[src/rtl/mdu_pkg.sv]
// Shared encodings and helpers for the multi-cycle multiply/divide sequencer.
package mdu_pkg;

  localparam logic [1:0] MDU_MULT  = 2'b00;
  localparam logic [1:0] MDU_MULTU = 2'b01;
  localparam logic [1:0] MDU_DIV   = 2'b10;
  localparam logic [1:0] MDU_DIVU  = 2'b11;

  localparam int         MDU_ITERS     = 32;
  localparam logic [4:0] MDU_LAST_ITER = 5'(MDU_ITERS - 1);

  typedef enum logic [1:0] {
    ST_IDLE = 2'd0,
    ST_RUN  = 2'd1,
    ST_DONE = 2'd2
  } mdu_state_e;

  function automatic logic [31:0] cond_neg32(input logic [31:0] v, input logic neg);
    return neg ? (32'd0 - v) : v;
  endfunction

  function automatic logic [63:0] cond_neg64(input logic [63:0] v, input logic neg);
    return neg ? (64'd0 - v) : v;
  endfunction

endpackage

[src/rtl/mdu_core.sv]
// Iteration datapath: unsigned shift-add multiply or restoring divide, one step per strobe.
module mdu_core
  import mdu_pkg::*;
(
  input  logic        clk,
  input  logic        rst,
  input  logic        start,
  input  logic        step,
  input  logic        is_div,
  input  logic [31:0] a_in,
  input  logic [31:0] b_in,
  output logic [31:0] step_hi,
  output logic [31:0] step_lo
);

  logic [31:0] hi_q, hi_d;
  logic [31:0] lo_q, lo_d;
  logic [31:0] b_q, b_d;
  logic        div_q, div_d;
  logic [32:0] shifted;
  logic [32:0] sum;
  logic        fits;

  // One iteration of the selected algorithm plus start/step register update.
  always_comb begin
    shifted = {hi_q, lo_q[31]};
    fits    = shifted >= {1'b0, b_q};
    sum     = {1'b0, hi_q} + (lo_q[0] ? {1'b0, b_q} : 33'd0);
    if (div_q) begin
      if (fits) begin
        step_hi = shifted[31:0] - b_q;
        step_lo = {lo_q[30:0], 1'b1};
      end else begin
        step_hi = shifted[31:0];
        step_lo = {lo_q[30:0], 1'b0};
      end
    end else begin
      step_hi = sum[32:1];
      step_lo = {sum[0], lo_q[31:1]};
    end

    if (start) begin
      hi_d  = 32'd0;
      lo_d  = a_in;
      b_d   = b_in;
      div_d = is_div;
    end else if (step) begin
      hi_d  = step_hi;
      lo_d  = step_lo;
      b_d   = b_q;
      div_d = div_q;
    end else begin
      hi_d  = hi_q;
      lo_d  = lo_q;
      b_d   = b_q;
      div_d = div_q;
    end
  end

  // Datapath registers.
  always_ff @(posedge clk) begin
    if (rst) begin
      hi_q  <= 32'd0;
      lo_q  <= 32'd0;
      b_q   <= 32'd0;
      div_q <= 1'b0;
    end else begin
      hi_q  <= hi_d;
      lo_q  <= lo_d;
      b_q   <= b_d;
      div_q <= div_d;
    end
  end

endmodule

[src/rtl/mdu_seq.sv]
// EX-stage multiply/divide sequencer: accepts an op, stalls the pipe for 33 cycles,
// then presents a registered HI/LO result until the pipeline releases it.
module mdu_seq
  import mdu_pkg::*;
(
  input  logic        clk,
  input  logic        rst,
  input  logic        flush,
  input  logic        hold,
  input  logic        op_valid,
  input  logic [1:0]  op,
  input  logic [31:0] src_a,
  input  logic [31:0] src_b,
  output logic        stallreq,
  output logic        busy,
  output logic        result_valid,
  output logic [31:0] result_hi,
  output logic [31:0] result_lo
);

  mdu_state_e  state_q, state_d;
  logic [4:0]  cnt_q, cnt_d;
  logic [1:0]  op_q, op_d;
  logic        sa_q, sa_d;
  logic        sb_q, sb_d;
  logic        bz_q, bz_d;
  logic [31:0] hi_q, hi_d;
  logic [31:0] lo_q, lo_d;
  logic        core_start, core_step;
  logic        in_signed;
  logic [31:0] step_hi, step_lo;
  logic [63:0] prod;

  assign in_signed = ~op[0];

  mdu_core u_core (
    .clk     (clk),
    .rst     (rst),
    .start   (core_start),
    .step    (core_step),
    .is_div  (op[1]),
    .a_in    (cond_neg32(src_a, in_signed & src_a[31])),
    .b_in    (cond_neg32(src_b, in_signed & src_b[31])),
    .step_hi (step_hi),
    .step_lo (step_lo)
  );

  // Next-state, counter, sign capture and sign fix-up of the final iteration.
  always_comb begin
    state_d    = state_q;
    cnt_d      = cnt_q;
    op_d       = op_q;
    sa_d       = sa_q;
    sb_d       = sb_q;
    bz_d       = bz_q;
    hi_d       = hi_q;
    lo_d       = lo_q;
    core_start = 1'b0;
    core_step  = 1'b0;
    prod       = cond_neg64({step_hi, step_lo}, sa_q ^ sb_q);

    case (state_q)
      ST_IDLE: begin
        if (op_valid) begin
          state_d    = ST_RUN;
          cnt_d      = 5'd0;
          op_d       = op;
          sa_d       = in_signed & src_a[31];
          sb_d       = in_signed & src_b[31];
          bz_d       = (src_b == 32'd0);
          core_start = 1'b1;
        end else begin
          state_d = ST_IDLE;
        end
      end
      ST_RUN: begin
        core_step = 1'b1;
        cnt_d     = cnt_q + 5'd1;
        if (cnt_q == MDU_LAST_ITER) begin
          state_d = ST_DONE;
          // With a zero divisor the restoring loop leaves |a| in the remainder and
          // all ones in the quotient, so re-applying the dividend sign restores src_a.
          if (op_q[1]) begin
            hi_d = cond_neg32(step_hi, sa_q);
            lo_d = bz_q ? step_lo : cond_neg32(step_lo, sa_q ^ sb_q);
          end else begin
            hi_d = prod[63:32];
            lo_d = prod[31:0];
          end
        end else begin
          state_d = ST_RUN;
        end
      end
      ST_DONE: begin
        if (!hold) begin
          state_d = ST_IDLE;
        end else begin
          state_d = ST_DONE;
        end
      end
      default: begin
        state_d = ST_IDLE;
      end
    endcase

    if (flush) begin
      state_d    = ST_IDLE;
      cnt_d      = 5'd0;
      core_start = 1'b0;
      core_step  = 1'b0;
    end else begin
      cnt_d = cnt_d;
    end
  end

  // Sequencer state and result registers.
  always_ff @(posedge clk) begin
    if (rst) begin
      state_q <= ST_IDLE;
      cnt_q   <= 5'd0;
      op_q    <= 2'b00;
      sa_q    <= 1'b0;
      sb_q    <= 1'b0;
      bz_q    <= 1'b0;
      hi_q    <= 32'd0;
      lo_q    <= 32'd0;
    end else begin
      state_q <= state_d;
      cnt_q   <= cnt_d;
      op_q    <= op_d;
      sa_q    <= sa_d;
      sb_q    <= sb_d;
      bz_q    <= bz_d;
      hi_q    <= hi_d;
      lo_q    <= lo_d;
    end
  end

  assign stallreq     = op_valid & ~flush & ~rst & ((state_q == ST_IDLE) | (state_q == ST_RUN));
  assign busy         = (state_q != ST_IDLE);
  assign result_valid = (state_q == ST_DONE);
  assign result_hi    = hi_q;
  assign result_lo    = lo_q;

endmodule

[config.mk]
export PLATFORM = sky130hd
export DESIGN_NAME = mdu_seq
export DESIGN_NICKNAME = d
export VERILOG_FILES = /design/src/rtl/mdu_pkg.sv /design/src/rtl/mdu_core.sv /design/src/rtl/mdu_seq.sv
export SDC_FILE = /design/constraint.sdc
export NUM_CORES = 1
export LEC_CHECK = 0
export BUFFER_PORTS_ARGS = -buffer_cell sky130_fd_sc_hd__buf_2
export CAP_MARGIN = 20
export CORE_MARGIN = 3
export CORE_UTILIZATION = 35
export CTS_CLUSTER_SIZE = 14
export DETAILED_ROUTE_END_ITERATION = 8
export GPL_TIMING_DRIVEN = 0
export MAX_ROUTING_LAYER = met4
export PLACE_DENSITY = 0.52
export SLEW_MARGIN = 30
export SYNTH_ARGS = -nofsm -noshare
export SYNTH_HDL_FRONTEND = slang
export SYNTH_SLANG_ARGS = --single-unit
[constraint.sdc]
create_clock -name clk -period 10.77 [get_ports clk]
set_input_delay 0.5385 -clock clk [delete_from_list [all_inputs] [get_ports clk]]
set_output_delay 0.5385 -clock clk [all_outputs]
set_load 0.02 [all_outputs]
Yosys cells after proc, flatten, opt, wreduce, memory -nomap -nowiden:

Cells that the tools add are included.

* logic and storage cells: 71
* bits in registers: 173
* bits of input ports: 71
* output and inout port bits: 67

* reductions and logical operators: 10
* add/subtract/negate cells: 8
* equality and inequality tests: 4
* bitwise gates (word level): 10
* order comparisons: 1
* mux-type cells: 26

Operator list (count)
* $mux W32: 13
* $sub A1 B32 Y32 const A: 4
* $mux W64: 1
* $sub A1 B64 Y64 const A: 1
* $add A32 B33 Y33: 1
* $ge A33 B32 Y1: 1
* $logic_not A32 Y1: 1
* $sub A32 B32 Y32: 1
* $pmux W5 S2: 1
* $mux W1: 7
* $pmux W2 S3: 1
* $reduce_and A2 Y1: 3
* $reduce_bool A2 Y1: 3
* $add A5 B1 Y5 const B: 1
* $and A1 B1 Y1: 5
* $eq A5 B5 Y1 const B: 1
* $mux W5: 1
* $mux W2: 2
* $reduce_or A2 Y1: 2
* $not A1 Y1: 3
* $eq A2 B1 Y1 const B: 1
* $eq A2 B2 Y1 const B: 1
* $logic_not A2 Y1: 1
* $ne A2 B2 Y1 const B: 1
* 2 further kinds: 2

Logic depth before layout (Yosys ltp):

Gate-level depths: netlist of the first run.

* depth in word-level cells: 7
* gate-level depth with buffers: 24
* mapped depth without buffers: 21

Modules after synthesis:

Synthesis of the first run repeated with hierarchy kept, for this count alone.

* cell total of the unflattened synthesis: 1933
* area total of the unflattened synthesis: 14433.8 sq um

By module, submodules not included
* mdu_core: area each 8659.6 sq um, seq. area each 1941.9 sq um, instances 1, cells each 1153
* mdu_seq: area each 5774.3 sq um, seq. area each 1501.4 sq um, instances 1, cells each 780

Worst setup path after synthesis of the first run:

No wires, ideal clock.

* path type: flip-flop to flip-flop
* start: register u_core.div_q
* end: register hi_q[24] (netlist: result_hi[24])
* arrival: 4.780 ns
* setup time: 0.122 ns
* data required time: 10.648 ns
* setup slack: 5.868 ns
* period minus slack after synthesis: 4.902 ns
* path buffers: 11
* cell stages (with the launch flop): 24
* cell sequence: dfxtp_1 > buf_2 > buf_6 > buf_6 > buf_6 > buf_2 > buf_2 > buf_1 > buf_2 > buf_2 > buf_2 > nand2_1 > o21ai_0 > ha_1 > o221ai_1 > nor4_1 > a21oi_1 > nor2_1 > and2_1 > clkbuf_2 > and3_4 > a41o_1 > nor2_1 > a311o_1

* longest elaborated chain between the ends: 4
* elaborated cells between the ends (all ways): 7
* classes of those cells: add/sub: 2; mux: 5

Ends and longest elaborated chain
* from (decl): line mdu_core.sv:19 `logic div_q, div_d;`
* from (signal assigned): line mdu_core.sv:71 `div_q <= div_d;`
* $mux W32: line mdu_core.sv:29 `if (div_q) begin`
* $sub A1 B64 Y64 / $sub A1 B32 Y32 (equally long branches): line mdu_pkg.sv:23, mdu_pkg.sv:19
* $mux W64 / $mux W32 (equally long branches): line mdu_pkg.sv:23, mdu_pkg.sv:19
* $mux W32 (*): line mdu_seq.sv:83 `if (op_q[1]) begin`
* to (signal assigned): line mdu_seq.sv:134 `hi_q <= hi_d;`
* to (decl): line mdu_seq.sv:27 `logic [31:0] hi_q, hi_d;`

Every way passes the cells marked *; elsewhere a longest branch is shown, timed or not.
A chain may end at the register's enable or synchronous reset.

Worst setup path in the final report of the first run:

* start: register u_core.div_q
* end: register hi_q[22] (netlist: result_hi[22])

The elaborated chain is that of the path after synthesis.

==> qor.yml, run 1 <==
ctsHoldBuffers: 0
cts_setup_buffers: 0
grt_pass1_wl_mm: 88.3
synth.yosys.seq_area_share: 0.235
io_buffers: 137
synth_edf_count: 0
hp-class: "primary input to flip-flop"
async_reset_ff_frac: 0
min_path_cells: 3
irDropWorstVdd_mv: 0.121
synth_fp_nets: 2112
status: "finished clean"
num_vias: 15380
worst_setup_path_start_kind: "flip-flop"
fin_cells: 2670
wirelength_mm: 57.3
cp-end-kind: "flip-flop"
hold_end: "state_q[1]$_SDFF_PP0_"
grt_max_degree: 18
leakagePower_nw: 6.46
synth_area_um2: 14700
antenna_cells: 0
hold_viol: 0
yosysWarnings: 0
post-place-cells: 2638
tightest_slew_ns: 0.943
clock_sinks: 172
drt_pre_antenna_iters: 5
area_delta_synth_final_pct: 13.3
crit_fanout: 10
cts_buffer_depth: 2
fin_skew_ns: 0.0164
clk_pin_slew_worst_paths_ns: 0.07
row_count: 74
synth_ff_type: "dfxtp_1"
fin_crit_ns: 6.98
drc: 0
die_x_um: 211
drv_cap: 0
worstPathRequired_ns: 11.11
crit_type: "flip-flop to flip-flop"
setup_viol: 0
synth-seq-cells: 172
antenna_left: 0
antenna_found_initial: 0
tns_ns: 0
gr-total-overflow: 0
start_util: 0.357
critPathArrivalTime_ns: 7.32
clk_latency_ns: 0.46
slew_viol_final: 0
whs_ns: 0.330
die_h_um: 211
final_area_um2: 16600
htreeDepth: 4
post-dp-hpwl_mm: 47.1
power.density_nw_per_um2: 111
rsz0062_at_grt: "false"
max_freq_mhz: 143
ff2ff_setup_slack_ns: 3.79
grt_pass1_vias: 14969
nNetsFinal: 2268
first_iter_violations: 1427
synth.avg_cell_area_um2: 7.45
cts_root_buf: "clkbuf_16"
grtUsageTotal: 0.263
cts-buffers-inserted: 17
period_share: 0.648
timing.rr.start: "u_core.div_q$_SDFFE_PP0P_"
cts_resized: 0
die_area_um2: 44400
reg2reg_depth: 23
postSynthCellCount: 1969
place_congestion: 0.963
detail_route.wl_per_cell_um: 21.5
via_per_inst: 5.76
min_from: "hold"
slew_headroom: 0.367
io_pins: 138
synth.distinct_cells: 113
r2r_end: "result_hi[22]$_SDFFE_PP0P_"
drive_gt1_frac: 0.128
core-area_um2: 41100
postPlaceCellArea_um2: 16000
cts_tree: "yes"
[flip-flops by register name, indices dropped and copies added, names as in the netlist, 2 cells and up]
register / flops
u_core.b_q: 32
result_hi: 32
u_core.hi_q: 32
u_core.lo_q: 32
result_lo: 32
cnt_q: 5
state_q: 2
[metal layers]
layer,share of wire,GRT usage,vias to the layer above
met3,0.044,0.0303,101
met5,0,-,-
met2,0.46,0.424,458
met4,0.040,0.103,0
met1,0.46,0.338,7364
li1,-,-,7457
[through the flow]
step           utilization  power, mW  worst slack (ns)
2_1_floorplan            -       1.06              5.87
3_3_place_gp         0.389       1.22              3.65
3_5_place_dp         0.390       1.23              3.96
4_1_cts              0.404       1.85              3.93
5_1_grt              0.404       1.93              3.45
6_report             0.404       1.85              3.79
[synth_stat cells (6+ instances only)]
| library cell | instances | area, µm² |
|---|---|---|
| a211oi_1 | 57 | 428 |
| buf_1 | 6 | 22.5 |
| a21o_1 | 19 | 143 |
| a211o_1 | 7 | 61.3 |
| and3_1 | 16 | 100 |
| o31ai_1 | 17 | 128 |
| inv_1 | 69 | 259 |
| buf_2 | 14 | 70.1 |
| dfxtp_1 | 172 | 3440 |
| a31oi_1 | 28 | 175 |
| o211ai_1 | 17 | 128 |
| nand4_1 | 24 | 150 |
| a22oi_1 | 8 | 60.1 |
| nor2b_1 | 17 | 106 |
| nor4_1 | 19 | 119 |
| mux2_2 | 12 | 135 |
| nor2_1 | 244 | 916 |
| nor3b_1 | 12 | 90.1 |
| clkbuf_1 | 86 | 323 |
| xnor2_1 | 82 | 718 |
| o21ai_0 | 92 | 460 |
| a222oi_1 | 7 | 70.1 |
| and2_1 | 50 | 313 |
| o21a_1 | 15 | 113 |
| or3_1 | 29 | 181 |
| a41oi_1 | 6 | 52.6 |
| nand2_1 | 206 | 773 |
| a21oi_1 | 190 | 951 |
| ha_1 | 70 | 876 |
| nor3_1 | 51 | 255 |
| a311oi_1 | 9 | 78.8 |
| buf_6 | 8 | 90.1 |
| a221oi_1 | 21 | 184 |
| xor2_1 | 57 | 499 |
| mux2i_1 | 35 | 350 |
| a21boi_0 | 7 | 52.6 |
| or2_2 | 7 | 43.8 |
| nand3_1 | 33 | 165 |
| nand2b_1 | 14 | 87.6 |
[critical path, cell delays in order, from the launching register on]
cell	delay, ns
dfxtp_1	0.33
buf_2	0.22
buf_6	0.19
buf_6	0.18
buf_6	0.21
buf_2	0.29
buf_2	0.34
buf_1	0.61
buf_2	0.45
buf_2	0.37
buf_2	0.37
nand2_1	0.08
o21ai_0	0.25
ha_1	0.36
o221ai_1	0.29
nor4_2	0.77
a21oi_1	0.19
nor2_1	0.18
and2_1	0.14
clkbuf_2	0.19
nand2_1	0.16
nor4_2	0.23
nor4_1	0.09
a311o_1	0.34
[layout by cell type (no fill, tap or decap), types with 9 or more instances in the layout]
cell       count
o31ai_1       17
mux2i_1       35
nand3_1       33
a221oi_1      21
nor3b_1       12
a211oi_1      57
a21o_1        19
nand4_1       24
o21a_1        15
mux2_2        12
o21ai_0       92
nor4_1        18
clkbuf_16     17
clkbuf_1      87
buf_2        151
and2_1        50
nor2b_1       17
and3_1        16
or3_1         29
a31oi_1       28
o211ai_1      17
dfxtp_1      172
nand2b_1      14
a21oi_1      190
inv_1         69
a311oi_1       9
xor2_1        57
ha_1          70
xnor2_1       82
nand2_1      206
nor3_1        51
nor2_1       244
[how the worst max path moves through the flow]
stage | start | endpoint | slack, ns
2_1_floorplan | u_core.div_q$_SDFFE_PP0P_ | result_hi[24]$_SDFFE_PP0P_ | 5.87
3_3_place_gp | u_core.div_q$_SDFFE_PP0P_ | result_hi[22]$_SDFFE_PP0P_ | 3.65
3_5_place_dp | u_core.div_q$_SDFFE_PP0P_ | result_hi[22]$_SDFFE_PP0P_ | 3.96
4_1_cts | u_core.div_q$_SDFFE_PP0P_ | result_hi[22]$_SDFFE_PP0P_ | 3.93
5_1_grt | u_core.div_q$_SDFFE_PP0P_ | result_hi[22]$_SDFFE_PP0P_ | 3.45
6_report | u_core.div_q$_SDFFE_PP0P_ | result_hi[22]$_SDFFE_PP0P_ | 3.79
[final cells by class]
type	instances	area, µm²
sequential	172	3440
clock buffer	18	429
buffer	118	541
tap	532	666
inverter	71	267
fill	4441	24500
clock inverter	14	156
timing repair buffer	137	686
multi-input combinational	1608	10400
[power by group]
group	internal (mW)	total (mW)	switching, mW
logic	0.197	0.543	0.346
registers	0.654	0.681	0.0272
clock network	0.328	0.624	0.297
total	1.18	1.85	0.670
[kinds of logic (layout without fill, tap and decap cells)]
group                    Yosys count  after routing  synth area share
buffers and inverters            189            358            0.0550
multiplexers                      51             51            0.0367
AO/OA/AOI/OAI                    589            589             0.276
AND/OR/NAND/NOR                  757            757             0.252
flip-flops                       172            172             0.235
XOR/XNOR                         139            139            0.0830
adder cells (fa/ha/maj)           72             72            0.0625
Power figures use the tool's default switching activity.
==> inputs of run 2 (changes only) <==
--- a/config.mk
+++ b/config.mk
@@ -13,7 +13,7 @@
 export DETAILED_ROUTE_END_ITERATION = 8
 export GPL_TIMING_DRIVEN = 0
 export MAX_ROUTING_LAYER = met4
-export PLACE_DENSITY = 0.52
+export PLACE_DENSITY = 0.54
 export SLEW_MARGIN = 30
 export SYNTH_ARGS = -nofsm -noshare
 export SYNTH_HDL_FRONTEND = slang
==> constraint.sdc (replaced) <==
create_clock -name clk -period 5.69 [get_ports clk]
set_input_delay 0.2845 -clock clk [delete_from_list [all_inputs] [get_ports clk]]
set_output_delay 0.2845 -clock clk [all_outputs]
set_load 0.02 [all_outputs]
==> run 2 against run 1 <==
Effect of this change:
- count of clock-buffer cells in the layout is 1 lower
- sequential power up 89%
- combinational power rose by 90%
- die area stayed put
- critical path depth decreased by 1
- largest cell class unchanged
- design area grew 0.22%
- first-iteration DRC count decreased by 11%
- core utilization grew 0.088 points
- register-to-register slack got worse by 3.5 ns
- sequential cell count did not move
- sequential share of layout area about the same
- fmax rose by 30%
==> qor.yml, run 2 (synthesized netlist as in run 1, its figures left out) <==
mostFrequentLayoutCells: "244 x nor2_1, 206 x nand2_1, 190 x a21oi_1"
min_path_cells: 3
final_common_cell: "nor2_1"
slew_headroom: 0.339
irDropWorstVdd_mv: 0.238
period_share: 0.945
rsz0062_at_grt: "false"
power.density_nw_per_um2: 212
worstPathRequired_ns: 6.04
final_area_um2: 16600
nNetsFinal: 2268
clk_pin_slew_worst_paths_ns: 0.08
htreeDepth: 4
core-area_um2: 41100
start_util: 0.357
die_area_um2: 44400
area_delta_synth_final_pct: 13.6
grtUsageTotal: 0.260
antenna_found_initial: 0
via_per_inst: 5.79
whs_ns: 0.0736
postPlaceCellArea_um2: 16000
tns_ns: 0
min_from: "hold"
row_count: 74
place_congestion: 0.989
cp-end-kind: "flip-flop"
slew_viol_final: 0
cts_root_buf: "clkbuf_16"
die_h_um: 211
detail_route.wl_per_cell_um: 21.3
num_vias: 15474
post-place-cells: 2638
max_freq_mhz: 186
fin_cells: 2671
drv_cap: 0
fin_skew_ns: 0.0138
clock_sinks: 172
drive_gt1_frac: 0.129
cts-buffers-inserted: 17
hp-class: "primary input to flip-flop"
worst_setup_path_start_kind: "flip-flop"
crit_fanout: 10
crit_type: "flip-flop to flip-flop"
ff2ff_setup_slack_ns: 0.31
grt_pass1_vias: 14868
wirelength_mm: 56.8
post-dp-hpwl_mm: 46.7
hold_end: "state_q[1]$_SDFF_PP0_"
die_x_um: 211
fin_crit_ns: 5.38
hold_viol: 0
tightest_slew_ns: 0.984
clk_latency_ns: 0.46
ctsHoldBuffers: 0
status: "finished clean"
io_pins: 138
drt_pre_antenna_iters: 6
critPathArrivalTime_ns: 5.72
timing.rr.start: "u_core.b_q[26]$_SDFFE_PP0P_"
cts_buffer_depth: 2
drc: 0
r2r_end: "result_hi[22]$_SDFFE_PP0P_"
io_buffers: 137
setup_viol: 0
grt_pass1_wl_mm: 87.3
cts_tree: "yes"
first_iter_violations: 1267
grt_max_degree: 29
leakagePower_nw: 6.48
gr-total-overflow: 0
antenna_left: 0
reg2reg_depth: 22
run 2: cell count changes in the layout (fill, tap and decap cells not counted), sizes merged:
cell	delta
clkinvlp	-1
diode	+1
clkbuf	-1
clkinv	-2
inv	+4
run 2: layout make-up:
type,count,area (µm²)
Buffer,116,538
Antenna cell,1,2.50
Clock buffer,17,425
Sequential cell,172,3440
Multi-Input combinational cell,1608,10400
Inverter,71,267
Tap cell,532,666
Clock inverter,15,166
Fill cell,4425,24500
Timing Repair Buffer,139,701
run 2: worst max path at each step:
stage | endpoint | from | slack (ns)
after global placement | result_hi[22]$_SDFFE_PP0P_ | u_core.div_q$_SDFFE_PP0P_ | -1.41
final | result_hi[22]$_SDFFE_PP0P_ | u_core.b_q[26]$_SDFFE_PP0P_ | 0.31
after detailed placement | result_hi[22]$_SDFFE_PP0P_ | u_core.div_q$_SDFFE_PP0P_ | -1.0
after global routing | result_hi[29]$_SDFFE_PP0P_ | u_core.lo_q[0]$_SDFFE_PP0P_ | 0.03
after CTS | result_hi[30]$_SDFFE_PP0P_ | u_core.b_q[28]$_SDFFE_PP0P_ | 0.06
after floorplan | result_hi[24]$_SDFFE_PP0P_ | u_core.div_q$_SDFFE_PP0P_ | 0.79
run 2: timing repair:
item,CTS,global route
gates resized for setup,2,2
buffers inserted,1,1
setup endpoints to repair,25,12
pin swaps,1,1
run 2: per-stage QoR:
stage          setup WS (ns)  utilization  total power [mW]
6_report               0.314        0.405              3.53
3_5_place_dp          -0.996        0.390              2.32
4_1_cts               0.0647        0.404              3.53
5_1_grt               0.0307        0.405              3.69
2_1_floorplan          0.788            -              2.01
3_3_place_gp           -1.41        0.389              2.31
run 2: metal layers:
metal / vias up / share of wire / GRT usage
met5: - / 0 / -
met4: 0 / 0.035 / 0.0871
met3: 97 / 0.042 / 0.0263
met2: 467 / 0.47 / 0.423
met1: 7435 / 0.46 / 0.339
li1: 7475 / - / -
run 2: worst max-delay path: stages, from the launching register on:
cell	delay, ns
dfxtp_1	0.53
inv_1	0.08
ha_1	0.41
a21oi_2	0.22
o21ai_2	0.11
a2111oi_4	0.48
nand4_1	0.19
buf_4	0.22
nor2_4	0.17
buf_6	0.19
nand2_1	0.06
o21ai_0	0.25
ha_1	0.36
o221ai_2	0.21
nor4_4	0.38
a21oi_1	0.13
nor2_1	0.14
and2_1	0.14
clkbuf_2	0.19
nand2_1	0.16
nor4_2	0.22
nor4_1	0.08
a311o_1	0.34
run 2: where the power goes:
group	switching [mW]	internal, mW	leakage (nW)
combinational	0.654	0.379	4.80
clock	0.579	0.626	0.287
sequential	0.0521	1.24	1.40
total	1.28	2.24	6.48
